### src/rtl/fifo_pkg.sv
// Shared buffer definitions: read-port mode constants, flag bundle and a
// ceiling-log2 helper used by the FIFO family and other buffer users.
package fifo_pkg;

  typedef enum logic [0:0] {
    FIFO_MODE_STD  = 1'b0,
    FIFO_MODE_FWFT = 1'b1
  } fifo_mode_e;

  typedef struct packed {
    logic empty;
    logic full;
    logic afull;
    logic aempty;
  } fifo_flags_t;

  function automatic int unsigned clog2(input int unsigned value);
    clog2 = 0;
    for (int unsigned i = 0; i < 32; i++) begin
      if ((32'd1 << i) < value) clog2 = i + 1;
    end
  endfunction

endpackage

### src/rtl/syn_fifo_pro_if.sv
// Handshake/status bundle of syn_fifo_pro. The master drives requests and
// flush; the slave (the FIFO) drives read data, flags and counters.
interface syn_fifo_pro_if #(
  parameter int DATA_WIDTH = 8,
  parameter int ADDR_WIDTH = 4
);
  logic                  clr;
  logic                  w_en;
  logic [DATA_WIDTH-1:0] w_data;
  logic                  r_en;
  logic [DATA_WIDTH-1:0] r_data;
  logic                  r_valid;
  logic                  is_empty;
  logic                  is_full;
  logic                  almost_full;
  logic                  almost_empty;
  logic [ADDR_WIDTH:0]   data_avail;
  logic [ADDR_WIDTH:0]   room_avail;
  logic                  overflow;
  logic                  underflow;

  modport master (
    output clr, w_en, w_data, r_en,
    input  r_data, r_valid, is_empty, is_full, almost_full, almost_empty,
           data_avail, room_avail, overflow, underflow
  );

  modport slave (
    input  clr, w_en, w_data, r_en,
    output r_data, r_valid, is_empty, is_full, almost_full, almost_empty,
           data_avail, room_avail, overflow, underflow
  );
endinterface

### src/rtl/fifo_dpram.sv
// Simple dual-port RAM: one write port, one registered read port with
// read enable (1-cycle latency). Read data holds while re_i is low.
module fifo_dpram #(
  parameter int DATA_WIDTH = 8,
  parameter int ADDR_WIDTH = 4
) (
  input  logic                  clk,
  input  logic                  we_i,
  input  logic [ADDR_WIDTH-1:0] waddr_i,
  input  logic [DATA_WIDTH-1:0] wdata_i,
  input  logic                  re_i,
  input  logic [ADDR_WIDTH-1:0] raddr_i,
  output logic [DATA_WIDTH-1:0] rdata_o
);

  logic [DATA_WIDTH-1:0] mem_q [0:(1 << ADDR_WIDTH)-1];

  // Write port and registered read port; same-address access returns old data.
  always_ff @(posedge clk) begin
    if (we_i) mem_q[waddr_i] <= wdata_i;
    if (re_i) rdata_o <= mem_q[raddr_i];
  end

endmodule

### src/rtl/syn_fifo_pro.sv
// Synchronous FIFO with occupancy/room counters, programmable almost flags,
// sticky overflow/underflow and synchronous flush. Read port is either
// standard (registered, r_valid pulses one cycle after a pop) or FWFT.
module syn_fifo_pro
  import fifo_pkg::*;
#(
  parameter int DATA_WIDTH = 8,
  parameter int ADDR_WIDTH = 4,
  parameter int FWFT       = 0,
  parameter int AF_LEVEL   = 12,
  parameter int AE_LEVEL   = 4
) (
  input logic           clk,
  input logic           rst_n,
  syn_fifo_pro_if.slave bus
);

  localparam int unsigned FIFO_DEPTH = 1 << ADDR_WIDTH;
  localparam int          PTR_W      = ADDR_WIDTH + 1;
  localparam bit          IS_FWFT    = (FWFT == int'(FIFO_MODE_FWFT));
  localparam logic [PTR_W-1:0] DEPTH_C = PTR_W'(FIFO_DEPTH);
  localparam logic [PTR_W-1:0] AF_C    = PTR_W'(AF_LEVEL);
  localparam logic [PTR_W-1:0] AE_C    = PTR_W'(AE_LEVEL);
  localparam fifo_flags_t FLAGS_RST = '{empty: 1'b1, full: 1'b0,
                                        afull: (AF_LEVEL == 0), aempty: 1'b1};

  logic [PTR_W-1:0]      wptr_q, wptr_d, rptr_q, rptr_d;
  logic [PTR_W-1:0]      occ_q, occ_d, room_q, room_d, ram_cnt;
  fifo_flags_t           flags_q, flags_d;
  logic                  valid_q, valid_d;
  logic [DATA_WIDTH-1:0] hold_q, hold_d, ram_dout;
  logic                  ovf_q, ovf_d, unf_q, unf_d;
  logic                  live, wr_acc, rd_acc, fetch, ram_re;

  // In FWFT mode the RAM's own read register is the output stage: rptr counts
  // words moved into it, valid_q marks it loaded, and occupancy includes it.
  // Next-state pointers, occupancy, flags and error bits.
  always_comb begin
    live    = rst_n & ~bus.clr;
    wr_acc  = live & bus.w_en & ~flags_q.full;
    rd_acc  = live & bus.r_en & (IS_FWFT ? valid_q : ~flags_q.empty);
    ram_cnt = wptr_q - rptr_q;
    fetch   = (ram_cnt != '0) & (~valid_q | rd_acc);
    ram_re  = live & (IS_FWFT ? fetch : rd_acc);

    wptr_d  = wptr_q + PTR_W'(wr_acc);
    rptr_d  = rptr_q + PTR_W'(ram_re);
    occ_d   = occ_q + PTR_W'(wr_acc) - PTR_W'(rd_acc);
    room_d  = DEPTH_C - occ_d;

    flags_d        = FLAGS_RST;
    flags_d.empty  = (occ_d == '0);
    flags_d.full   = (occ_d == DEPTH_C);
    flags_d.afull  = (occ_d >= AF_C);
    flags_d.aempty = (occ_d <= AE_C);

    valid_d = IS_FWFT ? (ram_re | (valid_q & ~rd_acc)) : rd_acc;
    hold_d  = valid_q ? ram_dout : hold_q;
    ovf_d   = ovf_q | (bus.w_en & flags_q.full);
    unf_d   = unf_q | (bus.r_en & (IS_FWFT ? ~valid_q : flags_q.empty));
  end

  // State registers; reset and flush share the same effect.
  always_ff @(posedge clk) begin
    if (!rst_n || bus.clr) begin
      wptr_q  <= '0;
      rptr_q  <= '0;
      occ_q   <= '0;
      room_q  <= DEPTH_C;
      flags_q <= FLAGS_RST;
      valid_q <= 1'b0;
      hold_q  <= '0;
      ovf_q   <= 1'b0;
      unf_q   <= 1'b0;
    end else begin
      wptr_q  <= wptr_d;
      rptr_q  <= rptr_d;
      occ_q   <= occ_d;
      room_q  <= room_d;
      flags_q <= flags_d;
      valid_q <= valid_d;
      hold_q  <= hold_d;
      ovf_q   <= ovf_d;
      unf_q   <= unf_d;
    end
  end

  fifo_dpram #(
    .DATA_WIDTH (DATA_WIDTH),
    .ADDR_WIDTH (ADDR_WIDTH)
  ) u_ram (
    .clk     (clk),
    .we_i    (wr_acc),
    .waddr_i (wptr_q[ADDR_WIDTH-1:0]),
    .wdata_i (bus.w_data),
    .re_i    (ram_re),
    .raddr_i (rptr_q[ADDR_WIDTH-1:0]),
    .rdata_o (ram_dout)
  );

  // hold_q keeps the last presented word (zero after flush) while no word is valid.
  assign bus.r_data       = valid_q ? ram_dout : hold_q;
  assign bus.r_valid      = valid_q;
  assign bus.is_empty     = flags_q.empty;
  assign bus.is_full      = flags_q.full;
  assign bus.almost_full  = flags_q.afull;
  assign bus.almost_empty = flags_q.aempty;
  assign bus.data_avail   = occ_q;
  assign bus.room_avail   = room_q;
  assign bus.overflow     = ovf_q;
  assign bus.underflow    = unf_q;

endmodule
### src/flat_wrapper.sv
// flat-port wrapper written by rule: the top's interface ports become plain ports
module syn_fifo_pro_flat import fifo_pkg::*;
#(
  parameter int DATA_WIDTH = 8,
  parameter int ADDR_WIDTH = 4,
  parameter int FWFT       = 0,
  parameter int AF_LEVEL   = 12,
  parameter int AE_LEVEL   = 4
)
  (clk, rst_n, bus_clr, bus_w_en, bus_w_data, bus_r_en, bus_r_data, bus_r_valid, bus_is_empty, bus_is_full, bus_almost_full, bus_almost_empty, bus_data_avail, bus_room_avail, bus_overflow, bus_underflow);
  syn_fifo_pro_if #(.DATA_WIDTH(DATA_WIDTH), .ADDR_WIDTH(ADDR_WIDTH)) bus_i ();
  input logic clk;
  input logic rst_n;
  input wire logic [$bits(bus_i.clr)-1:0] bus_clr;
  input wire logic [$bits(bus_i.w_en)-1:0] bus_w_en;
  input wire logic [$bits(bus_i.w_data)-1:0] bus_w_data;
  input wire logic [$bits(bus_i.r_en)-1:0] bus_r_en;
  output wire logic [$bits(bus_i.r_data)-1:0] bus_r_data;
  output wire logic [$bits(bus_i.r_valid)-1:0] bus_r_valid;
  output wire logic [$bits(bus_i.is_empty)-1:0] bus_is_empty;
  output wire logic [$bits(bus_i.is_full)-1:0] bus_is_full;
  output wire logic [$bits(bus_i.almost_full)-1:0] bus_almost_full;
  output wire logic [$bits(bus_i.almost_empty)-1:0] bus_almost_empty;
  output wire logic [$bits(bus_i.data_avail)-1:0] bus_data_avail;
  output wire logic [$bits(bus_i.room_avail)-1:0] bus_room_avail;
  output wire logic [$bits(bus_i.overflow)-1:0] bus_overflow;
  output wire logic [$bits(bus_i.underflow)-1:0] bus_underflow;
  assign bus_i.clr = bus_clr;
  assign bus_i.w_en = bus_w_en;
  assign bus_i.w_data = bus_w_data;
  assign bus_i.r_en = bus_r_en;
  assign bus_r_data = bus_i.r_data;
  assign bus_r_valid = bus_i.r_valid;
  assign bus_is_empty = bus_i.is_empty;
  assign bus_is_full = bus_i.is_full;
  assign bus_almost_full = bus_i.almost_full;
  assign bus_almost_empty = bus_i.almost_empty;
  assign bus_data_avail = bus_i.data_avail;
  assign bus_room_avail = bus_i.room_avail;
  assign bus_overflow = bus_i.overflow;
  assign bus_underflow = bus_i.underflow;
  syn_fifo_pro #(.DATA_WIDTH(DATA_WIDTH), .ADDR_WIDTH(ADDR_WIDTH), .FWFT(FWFT), .AF_LEVEL(AF_LEVEL), .AE_LEVEL(AE_LEVEL)) u_core (.clk(clk), .rst_n(rst_n), .bus(bus_i));
endmodule
### config.mk
export PLATFORM = sky130hd
export DESIGN_NAME = syn_fifo_pro_flat
export DESIGN_NICKNAME = d
export VERILOG_FILES = /design/src/rtl/fifo_pkg.sv /design/src/rtl/syn_fifo_pro_if.sv /design/src/rtl/fifo_dpram.sv /design/src/rtl/syn_fifo_pro.sv /design/src/flat_wrapper.sv
export SDC_FILE = /design/constraint.sdc
export NUM_CORES = 1
export LEC_CHECK = 0
export BUFFER_PORTS_ARGS = -buffer_cell sky130_fd_sc_hd__buf_2
export CAP_MARGIN = 20
export CORE_AREA = 2 2 126 152
export CTS_CLUSTER_SIZE = 30
export DETAILED_ROUTE_END_ITERATION = 8
export DIE_AREA = 0 0 128 154
export SKIP_CTS_REPAIR_TIMING = 1
export SYNTH_ARGS = -nofsm -noshare
export SYNTH_HDL_FRONTEND = slang
export SYNTH_SLANG_ARGS = --single-unit
export TNS_END_PERCENT = 5
### constraint.sdc
create_clock -name clk -period 3.9 [get_ports clk]
set_input_delay 0.78 -clock clk [delete_from_list [all_inputs] [get_ports clk]]
set_output_delay 0.78 -clock clk [all_outputs]
set_load 0.03 [all_outputs]
Word level (Yosys, flattened, before mapping)
Memories as Yosys holds them, arrays and structs flattened. A register that Yosys moved wholly into a read port is not among the register bits.
Index checks and enable logic that the tools add are counted.
{"block": "totals", "mem_bits_rw": 128, "regBits": 35, "mem_count": 1, "input_bits": 13, "output_inout_bits": 25, "word_cells": 40}
{"name": "u_core.u_ram.mem_q", "depth": 16, "width": 8, "rd": 1, "rd_clocked_by_memory_dff": 1, "wr": 1, "line": "fifo_dpram.sv:16", "rtl": "logic [DATA_WIDTH-1:0] mem_q [0:(1 << ADDR_WIDTH)-1];"}
{"block": "op_classes", "bitwise_logic": 13, "reduce_logical": 3, "add_sub_neg": 5, "n_lt_le_gt_ge": 2, "mux": 3, "eq_ne": 1}
{"op": "$add A5 B1 Y5", "count": 3}
{"op": "$and A1 B1 Y1", "count": 8}
{"op": "$mux W8", "count": 1}
{"op": "$eq A5 B5 Y1 const B", "count": 1}
{"op": "$ge A5 B4 Y1 const B", "count": 1}
{"op": "$le A5 B3 Y1 const B", "count": 1}
{"op": "$logic_not A5 Y1", "count": 1}
{"op": "$sub A5 B1 Y5", "count": 1}
{"op": "$sub A5 B5 Y5 const A", "count": 1}
{"op": "$not A1 Y1", "count": 3}
{"op": "$mux W1", "count": 2}
{"op": "$or A1 B1 Y1", "count": 2}
{"op": "$logic_not A1 Y1", "count": 1}
{"op": "$logic_or A1 B1 Y1", "count": 1}

Longest topological paths before layout
Gate-level depths: netlist of the first run.
{"block": "logic_depth", "depth_word": 7, "depth_mapped": 13, "mapped_depth_nobuf": 12}

Hierarchy
A second synthesis of the first run with hierarchy kept.
{"block": "unflattened", "cells_unflattened": 362, "hier_area_um2": 6603.8}
{"module": "fifo_dpram", "cells_per_inst": 229, "area_each_um2": 5227.5, "n_inst": 1, "seq_area_each_um2": 4083.9}
{"module": "syn_fifo_pro", "cells_per_inst": 133, "area_each_um2": 1376.3, "n_inst": 1, "seq_area_each_um2": 640.6}

Least setup slack after synthesis of the first run
No wires, ideal clock.
{"block": "synth_timing", "kind": "input to register", "startpoint": "input bus_clr", "endpoint": "register u_core.flags_q, in the netlist u_core.bus.almost_empty", "setup_ns": 0.116, "arrival_time_ns": 3.067, "setup_slack_ns": 0.717, "stages": 12, "cell_sequence": "nand2b_1 > clkbuf_1 > nor3b_1 > ha_1 > inv_1 > ha_1 > inv_1 > fa_1 > ha_1 > o21a_1 > o22a_1 > a41o_1"}
{"block": "synth_between", "elab_cells_between_ends": 10, "classes_between": "add/sub (2); order compare (1); bitwise (6); reduce/logical (1)"}
{"element": "start: declaration", "line": "flat_wrapper.sv:14", "rtl": "input wire logic [$bits(bus_i.clr)-1:0] bus_clr;"}
{"element": "$not A1 Y1", "line": "syn_fifo_pro.sv:39", "rtl": "live = rst_n & ~bus.clr;"}
{"element": "$and A1 B1 Y1", "line": "syn_fifo_pro.sv:39"}
{"element": "$and A1 B1 Y1 (2 in series)", "line": "syn_fifo_pro.sv:41", "rtl": "rd_acc = live & bus.r_en & (IS_FWFT ? valid_q : ~flags_q.empty);"}
{"element": "named net u_core.rd_acc", "line": "syn_fifo_pro.sv:33", "rtl": "logic live, wr_acc, rd_acc, fetch, ram_re;"}
{"element": "$sub A5 B1 Y5", "line": "syn_fifo_pro.sv:48", "rtl": "occ_d = occ_q + PTR_W'(wr_acc) - PTR_W'(rd_acc);"}
{"element": "$le A5 B3 Y1", "line": "syn_fifo_pro.sv:55", "rtl": "flags_d.aempty = (occ_d <= AE_C);"}
{"element": "end signal: assignment", "line": "syn_fifo_pro.sv:80", "rtl": "flags_q <= flags_d;"}
{"element": "end: declaration", "line": "syn_fifo_pro.sv:29", "rtl": "fifo_flags_t flags_q, flags_d;"}
The timed path passes the listed nets, and every way through them passes these cells.
A chain may end at the register's enable or synchronous reset.

Worst setup path after layout of the first run
{"block": "layout_timing", "startpoint": "input bus_clr", "endpoint": "register u_core.room_q[4], in the netlist u_core.bus.room_avail[4]"}
{"block": "layout_between", "elab_cells_between_ends": 10, "classes_between": "add/sub (3); bitwise (6); reduce/logical (1)"}
{"element": "$not A1 Y1", "line": "syn_fifo_pro.sv:39"}
{"element": "$and A1 B1 Y1", "line": "syn_fifo_pro.sv:39"}
{"element": "$and A1 B1 Y1 (2 in series)", "line": "syn_fifo_pro.sv:41"}
{"element": "named net u_core.rd_acc", "line": "syn_fifo_pro.sv:33"}
{"element": "$sub A5 B1 Y5", "line": "syn_fifo_pro.sv:48"}
{"element": "$sub A5 B5 Y5", "line": "syn_fifo_pro.sv:49", "rtl": "room_d = DEPTH_C - occ_d;"}
{"element": "end signal: assignment", "line": "syn_fifo_pro.sv:79", "rtl": "room_q <= room_d;"}
{"element": "end: declaration", "line": "syn_fifo_pro.sv:28", "rtl": "logic [PTR_W-1:0] occ_q, occ_d, room_q, room_d, ram_cnt;"}
The timed path passes the listed nets, and every way through them passes these cells.

==> results of run 1 <==
==> flip-flops by register name, indices dropped and copies added (netlist names) <==
| signal | flops |
|---|---|
| u_core.u_ram.mem_q | 128 |
| u_core.hold_q | 8 |
| u_core.u_ram.rdata_o | 8 |
| u_core.bus.room_avail | 5 |
| u_core.bus.data_avail | 4 |
| u_core.rptr_q | 4 |
| u_core.wptr_q | 4 |
| u_core.bus.almost_empty | 1 |
| u_core.bus.almost_full | 1 |
| u_core.bus.is_empty | 1 |
| u_core.bus.is_full | 1 |
| u_core.bus.overflow | 1 |
| u_core.bus.r_valid | 1 |
| u_core.bus.underflow | 1 |
==> synth_stat cells, drive strengths merged (2+ instances only) <==
| master | instances |
|---|---|
| nor2 | 29 |
| clkdlybuf4s25 | 3 |
| nor3b | 4 |
| and2 | 15 |
| nor3 | 4 |
| nand3 | 3 |
| a22oi | 16 |
| mux2 | 8 |
| a21oi | 6 |
| xnor2 | 6 |
| xor2 | 3 |
| a211oi | 2 |
| nand2b | 7 |
| inv | 10 |
| ha | 11 |
| nand2 | 14 |
| edfxtp | 136 |
| nor2b | 2 |
| buf | 10 |
| dfxtp | 32 |
| mux4 | 32 |
| clkbuf | 5 |
==> how the worst min path moves through the flow <==
stage / endpoint / cells past startpoint
finish: u_core.bus.underflow / 2
global placement: u_core.bus.underflow / 2
CTS: u_core.bus.underflow / 2
global route: u_core.bus.underflow / 2
detailed placement: u_core.bus.underflow / 2
floorplan: u_core.rptr_q[3] / 2
==> logic make-up (layout without fill, tap and decap cells) <==
logic type | Yosys count | in the layout | synth area share
simple gates | 83 | 83 | 0.0624
buf+inv | 28 | 86 | 0.0249
flops | 168 | 168 | 0.712
xor+xnor | 9 | 9 | 0.0119
fa+ha+maj | 12 | 12 | 0.0238
mux | 41 | 41 | 0.132
compound gates | 31 | 31 | 0.0332
==> cell usage in the layout (no fill, tap or decap), types with 2 or more instances in the layout <==
cell       netlist  final
clkinv_4         0      2
inv_1           10     10
a21oi_1          6      6
nand3_1          3      3
clkbuf_16        0     17
a211oi_1         2      2
dfxtp_1         32     30
bufinv_16        0      3
nand2b_1         7      7
nor2b_1          2      2
inv_6            0      2
clkbuf_1         5      2
edfxtp_1       136    136
mux2_2           8      8
ha_1            11     11
xnor2_1          6      6
dfxtp_2          0      2
and2_1          15     15
nor3b_1          4      4
buf_2            3     37
mux4_2          18     18
nand2_1         14     14
mux4_1          14     14
nor2_1          29     29
nor3_1           4      4
a22oi_1         16     16
buf_4            2      7
clkinv_2         0      3
xor2_1           3      3
==> area by class of cell <==
type | instances | area share
inverters | 10 | 0.00492
flip-flops and latches | 168 | 0.620
repair buffers | 45 | 0.0327
multi-input cells | 176 | 0.229
clock buffers | 19 | 0.0568
clock inverters | 12 | 0.0199
well taps | 224 | 0.0368
==> through the flow <==
step,util,hold WS [ns],cells
5_1_grt,0.421,0.518,654
4_1_cts,0.421,0.479,654
2_1_floorplan,-,0.522,372
6_report,0.421,0.472,654
3_3_place_gp,0.388,0.446,622
3_5_place_dp,0.389,0.463,623
==> power breakdown <==
part	switching (mW)	internal (mW)	total [mW]	leakage, nW
Combinational	0.0705	0.0359	0.106	0.838
Sequential	0.00596	1.95	1.95	1.48
Clock	0.672	1.00	1.68	0.285
==> per-layer routing <==
layer / wire length [um] / share of wire / global-route usage
met5: 0 / 0 / 0
met3: 439 / 0.037 / 0.0358
met1: 5320 / 0.45 / 0.161
met4: 192 / 0.016 / 0.0455
met2: 5820 / 0.49 / 0.209
==> critical path: stages <==
cell and delay, ns:
buf_2 0.11, nand2b_1 0.15, nor3b_1 0.23, ha_1 0.28
inv_1 0.06, ha_1 0.21, inv_1 0.07, fa_1 0.46
nand2b_1 0.18, a21oi_1 0.16, xnor2_1 0.25, ha_1 0.32
nand2_1 0.06
==> results.yml, run 1 <==
place:
  place_ws_ns: 0.555
  port_buffers: 37
  placed_cell_area_um2: 7040
  gp_congestion: 0.758
  hpwl_um: 7990
timing:
  final_max_slew_viol_count: 0
  tightestPinTransition_ns: 0.903
  finalWorstSetupSlack_ns: 0.965
  slew-limit-headroom: 0.398
  finalHoldViolations: 0
  finalSetupViolCount: 0
  fmax_mhz: 341
  finalSetupTns_ns: 0
  fin_skew_ns: 0.00855
  fin_crit_ns: 2.93
  period_share: 0.753
  rsz0062_at_grt: "false"
layout:
  multi_input_area_um2: 1740
  drive_above_1_share: 0.237
  fill_cells: 1579
  antennaDiodeCount: 0
  nets: 443
  area_growth_pct: 14.9
  final-seq-area_um2: 4730
  fin_area_um2: 7620
worst_setup_path:
  crit_arrival_ns: 3.31
  reg2reg_slack_ns: 1.22
  reg2reg_to: "u_core.bus.room_avail[4]"
  crit_type: "in -> reg"
  r2r-start: "u_core.bus.is_empty"
  path_max_fanout: 6
  startpoint_type: "primary input"
  crit_end: "u_core.bus.room_avail[4]"
  cp_data_required_time_ns: 4.27
  critPathCaptureType: "register"
  reg2reg_depth: 11
  crit_path_start: "bus_clr"
clocking:
  path_clk_slew_ns: 0.06
  clock-sinks: 168
  clockBufferDepth: 2
  cts_tree: "yes"
  worst_skew_pair.late_latency_ns: 0.42
  htreeDepth: 4
  root_buffer: "clkbuf_16"
  cts_buffers: 17
logic_synthesis:
  synthCells: 372
  async_flop_share: 0
  ys.flop_type: "edfxtp_1"
  yosysWarnings: 0
  synth.largest_area_cell: "edfxtp_1"
  synth-edff-count: 136
  post_synth_num_cell_types: 40
  ys_ff_latch: 168
  synth-seq-area-share: 0.712
  syn_nets: 397
  avgSynthCellArea_um2: 17.8
  synthesis.area_um2: 6630
  synth_top_area_frac: 0.616
  synthTopCellsByArea: "edfxtp_1, dfxtp_1, mux4_2"
detailed_routing:
  drtIter0Drc: 313
  routedWlPerCell_um: 18.0
  wl_um: 11800
  drc_errors: 0
  postRouteAntennaNets: 0
  vias: 3273
  dr.pass1.iters: 4
  vias_per_cell: 5.00
grt:
  grt_start_max_net_pins: 35
  antenna_found_initial: 0
  grt.overflow.total: 0
  grt_pass1_vias: 3408
  track_usage: 0.127
  grt_pass1_wl_um: 18800
power_and_ir_drop:
  ir_worst_vdd_mv: 0.311
  power.leakage_nw: 2.61
  total_power_mw: 3.73
  power_density_nw_per_um2: 490
outcome:
  status: "finished, final reports clean"
worst_hold_path:
  min_path_type: "reg -> reg"
  worstHoldStart: "u_core.bus.underflow"
floorplan:
  ios: 38
  start_util: 0.366
  core_um2: 18100
  dieArea_um2: 19700
  rows: 54
  fp.dieH_um: 154
  fp.dieW_um: 128
run:
  maxCapViolCount: 0
Power figures use the tool's default switching activity.
==> run 2, diff against run 1 <==
clock period = 2.49 ns   (was 3.9 ns; I/O delays follow)
==> run 2 against run 1 <==
Effect of this change: die area unchanged; clock power increased by 43%; count of clock-buffer cells in the layout increased by 1; sequential power increased by 56%; setup slack got worse by 0.81 ns; global-route usage increased by 0.15 points; register-to-register slack got worse by 1.1 ns; cell area increased by 3.1%; sequential share of layout area decreased by 1.9 points; utilization increased by 1.3 points; critical path type unchanged; largest cell class unchanged; largest power group unchanged; highest routed layer unchanged.
==> results.yml, run 2 (synthesis gave the netlist of run 1 again) <==
worst_setup_path:
  path_max_fanout: 4
  reg2reg_depth: 10
  r2r-start: "u_core.bus.is_empty"
  crit_family: "adder cells"
  startpoint_type: "primary input"
  path_buf_inv: 3
  path_cells: "buf_2, nand2b_4, nor3b_2, ha_1, inv_1, ha_2, inv_2, fa_2, ha_4, o21a_1, o22a_1, a41o_1"
  crit_type: "in -> reg"
  reg2reg_to: "u_core.bus.almost_empty"
  crit_slowest_cell: "fa_2"
  crit_path_max_incr_delay_ns: 0.46
  reg2reg_slack_ns: 0.17
  crit_path_start: "bus_clr"
  critPathCaptureType: "register"
  cp_data_required_time_ns: 2.80
  crit_arrival_ns: 2.65
detailed_routing:
  routedWlPerCell_um: 17.2
  postRouteAntennaNets: 0
  wl_um: 11800
  dr.pass1.iters: 4
  vias_per_cell: 4.94
  vias: 3376
  drc_errors: 0
  drtIter0Drc: 170
layout:
  antennaDiodeCount: 0
  nets: 471
  final_cell_mix: "edfxtp_1, buf_2, buf_4"
  layout_commonest_cell: "edfxtp_1"
  post-route-util: 0.434
  drive_above_1_share: 0.303
  largest_reg_flops: 128
  fin_area_um2: 7860
  area_growth_pct: 18.4
  reg_top3: "u_core.u_ram.mem_q: 128 flops, u_core.hold_q: 8 flops, u_core.u_ram.rdata_o: 8 flops"
  top_register: "u_core.u_ram.mem_q"
clocking:
  clockBufferDepth: 2
  cts_tree: "yes"
  cts_buffers: 17
  root_buffer: "clkbuf_16"
  htreeDepth: 4
  clock-sinks: 168
  worst_skew_pair.late_latency_ns: 0.42
  path_clk_slew_ns: 0.06
timing:
  whs_ns: 0.332
  finalHoldViolations: 0
  finalSetupTns_ns: 0
  finalSetupViolCount: 0
  period_share: 0.939
  rsz0062_at_grt: "false"
  fin_crit_ns: 2.34
  fmax_mhz: 428
  fin_skew_ns: 0.00640
  final_max_slew_viol_count: 0
  finalWorstSetupSlack_ns: 0.152
  tightestPinTransition_ns: 0.565
  slew-limit-headroom: 0.622
place:
  hpwl_um: 8210
  placed_cell_area_um2: 7310
  port_buffers: 37
  gp_congestion: 0.815
  place_ws_ns: -0.271
power_and_ir_drop:
  swShare: 0.208
  p_clk_frac: 0.425
  power_density_nw_per_um2: 718
  power.leakage_nw: 2.76
  p_int_mw: 4.47
  switchingPower_mw: 1.18
  ir_worst_vdd_mv: 0.493
  pwr-share-seq: 0.541
  p_comb_frac: 0.034
grt:
  track_usage: 0.129
  grt_pass1_wl_um: 18900
  grt_pass1_vias: 3488
  grt_start_max_net_pins: 35
  antenna_found_initial: 0
  grt.overflow.total: 0
floorplan:
  start_util: 0.366
  ios: 38
  rows: 54
  dieArea_um2: 19700
  core_um2: 18100
  fp.dieH_um: 154
  fp.dieW_um: 128
worst_hold_path:
  min_path_type: "in -> reg"
  whs_endpoint: "u_core.bus.overflow"
  min_path_cells: 3
  worstHoldStart: "bus_w_en"
run:
  maxCapViolCount: 0
outcome:
  status: "finished, final reports clean"
==> run 2: power by group through the flow <==
stage / clock network (mW) / registers (mW) / logic [mW]
4_1_cts: 2.45 / 3.05 / 0.195
3_3_place_gp: 0 / 3.12 / 0.187
6_report: 2.40 / 3.05 / 0.191
2_1_floorplan: 0 / 3.14 / 0.0821
5_1_grt: 2.55 / 3.06 / 0.216
3_5_place_dp: 0 / 3.12 / 0.194
==> run 2: worst reg2reg max path, stage by stage (launching register included) <==
cell and delay, ns:
dfxtp_1 0.33, nor3b_2 0.16, ha_1 0.24, inv_1 0.06
ha_2 0.18, inv_2 0.04, fa_2 0.46, ha_4 0.19
o21a_1 0.20, o22a_1 0.17, a41o_1 0.20
==> run 2: through the flow <==
| step | std cells | power, mW |
|---|---|---|
| floorplan | 372 | 3.22 |
| global placement | 651 | 3.30 |
| detailed placement | 651 | 3.31 |
| CTS | 683 | 5.70 |
| global route | 683 | 5.82 |
| finish | 683 | 5.64 |
==> run 2: layer usage <==
layer  global-route usage  wire, um  part of all wire  vias up
li1                     -         -                 -     1606
met1                0.157      5240              0.45     1683
met2                0.218      5940              0.50       71
met3               0.0324       395             0.034       16
met4               0.0513       187             0.016        0
met5                    0         0                 0        -
==> run 2: layout make-up <==
cell class	count	area (um^2)
clock inverter	12	88.8
clock buffer	20	458
multi-input combinational	176	1790
sequential	168	4730
timing repair buffer	73	480
inverter	10	37.5
fill	1583	10300
tap	224	280
==> run 2: how the worst max path moves through the flow <==
stage,end,slack (ns),depth (start not counted)
after floorplan,u_core.bus.almost_empty,-0.25,12
after global placement,u_core.bus.almost_empty,-0.23,12
after detailed placement,u_core.bus.room_avail[4],-0.27,13
after CTS,u_core.bus.room_avail[4],0.17,11
after global routing,u_core.bus.room_avail[4],0.06,11
final,u_core.bus.almost_empty,0.15,12
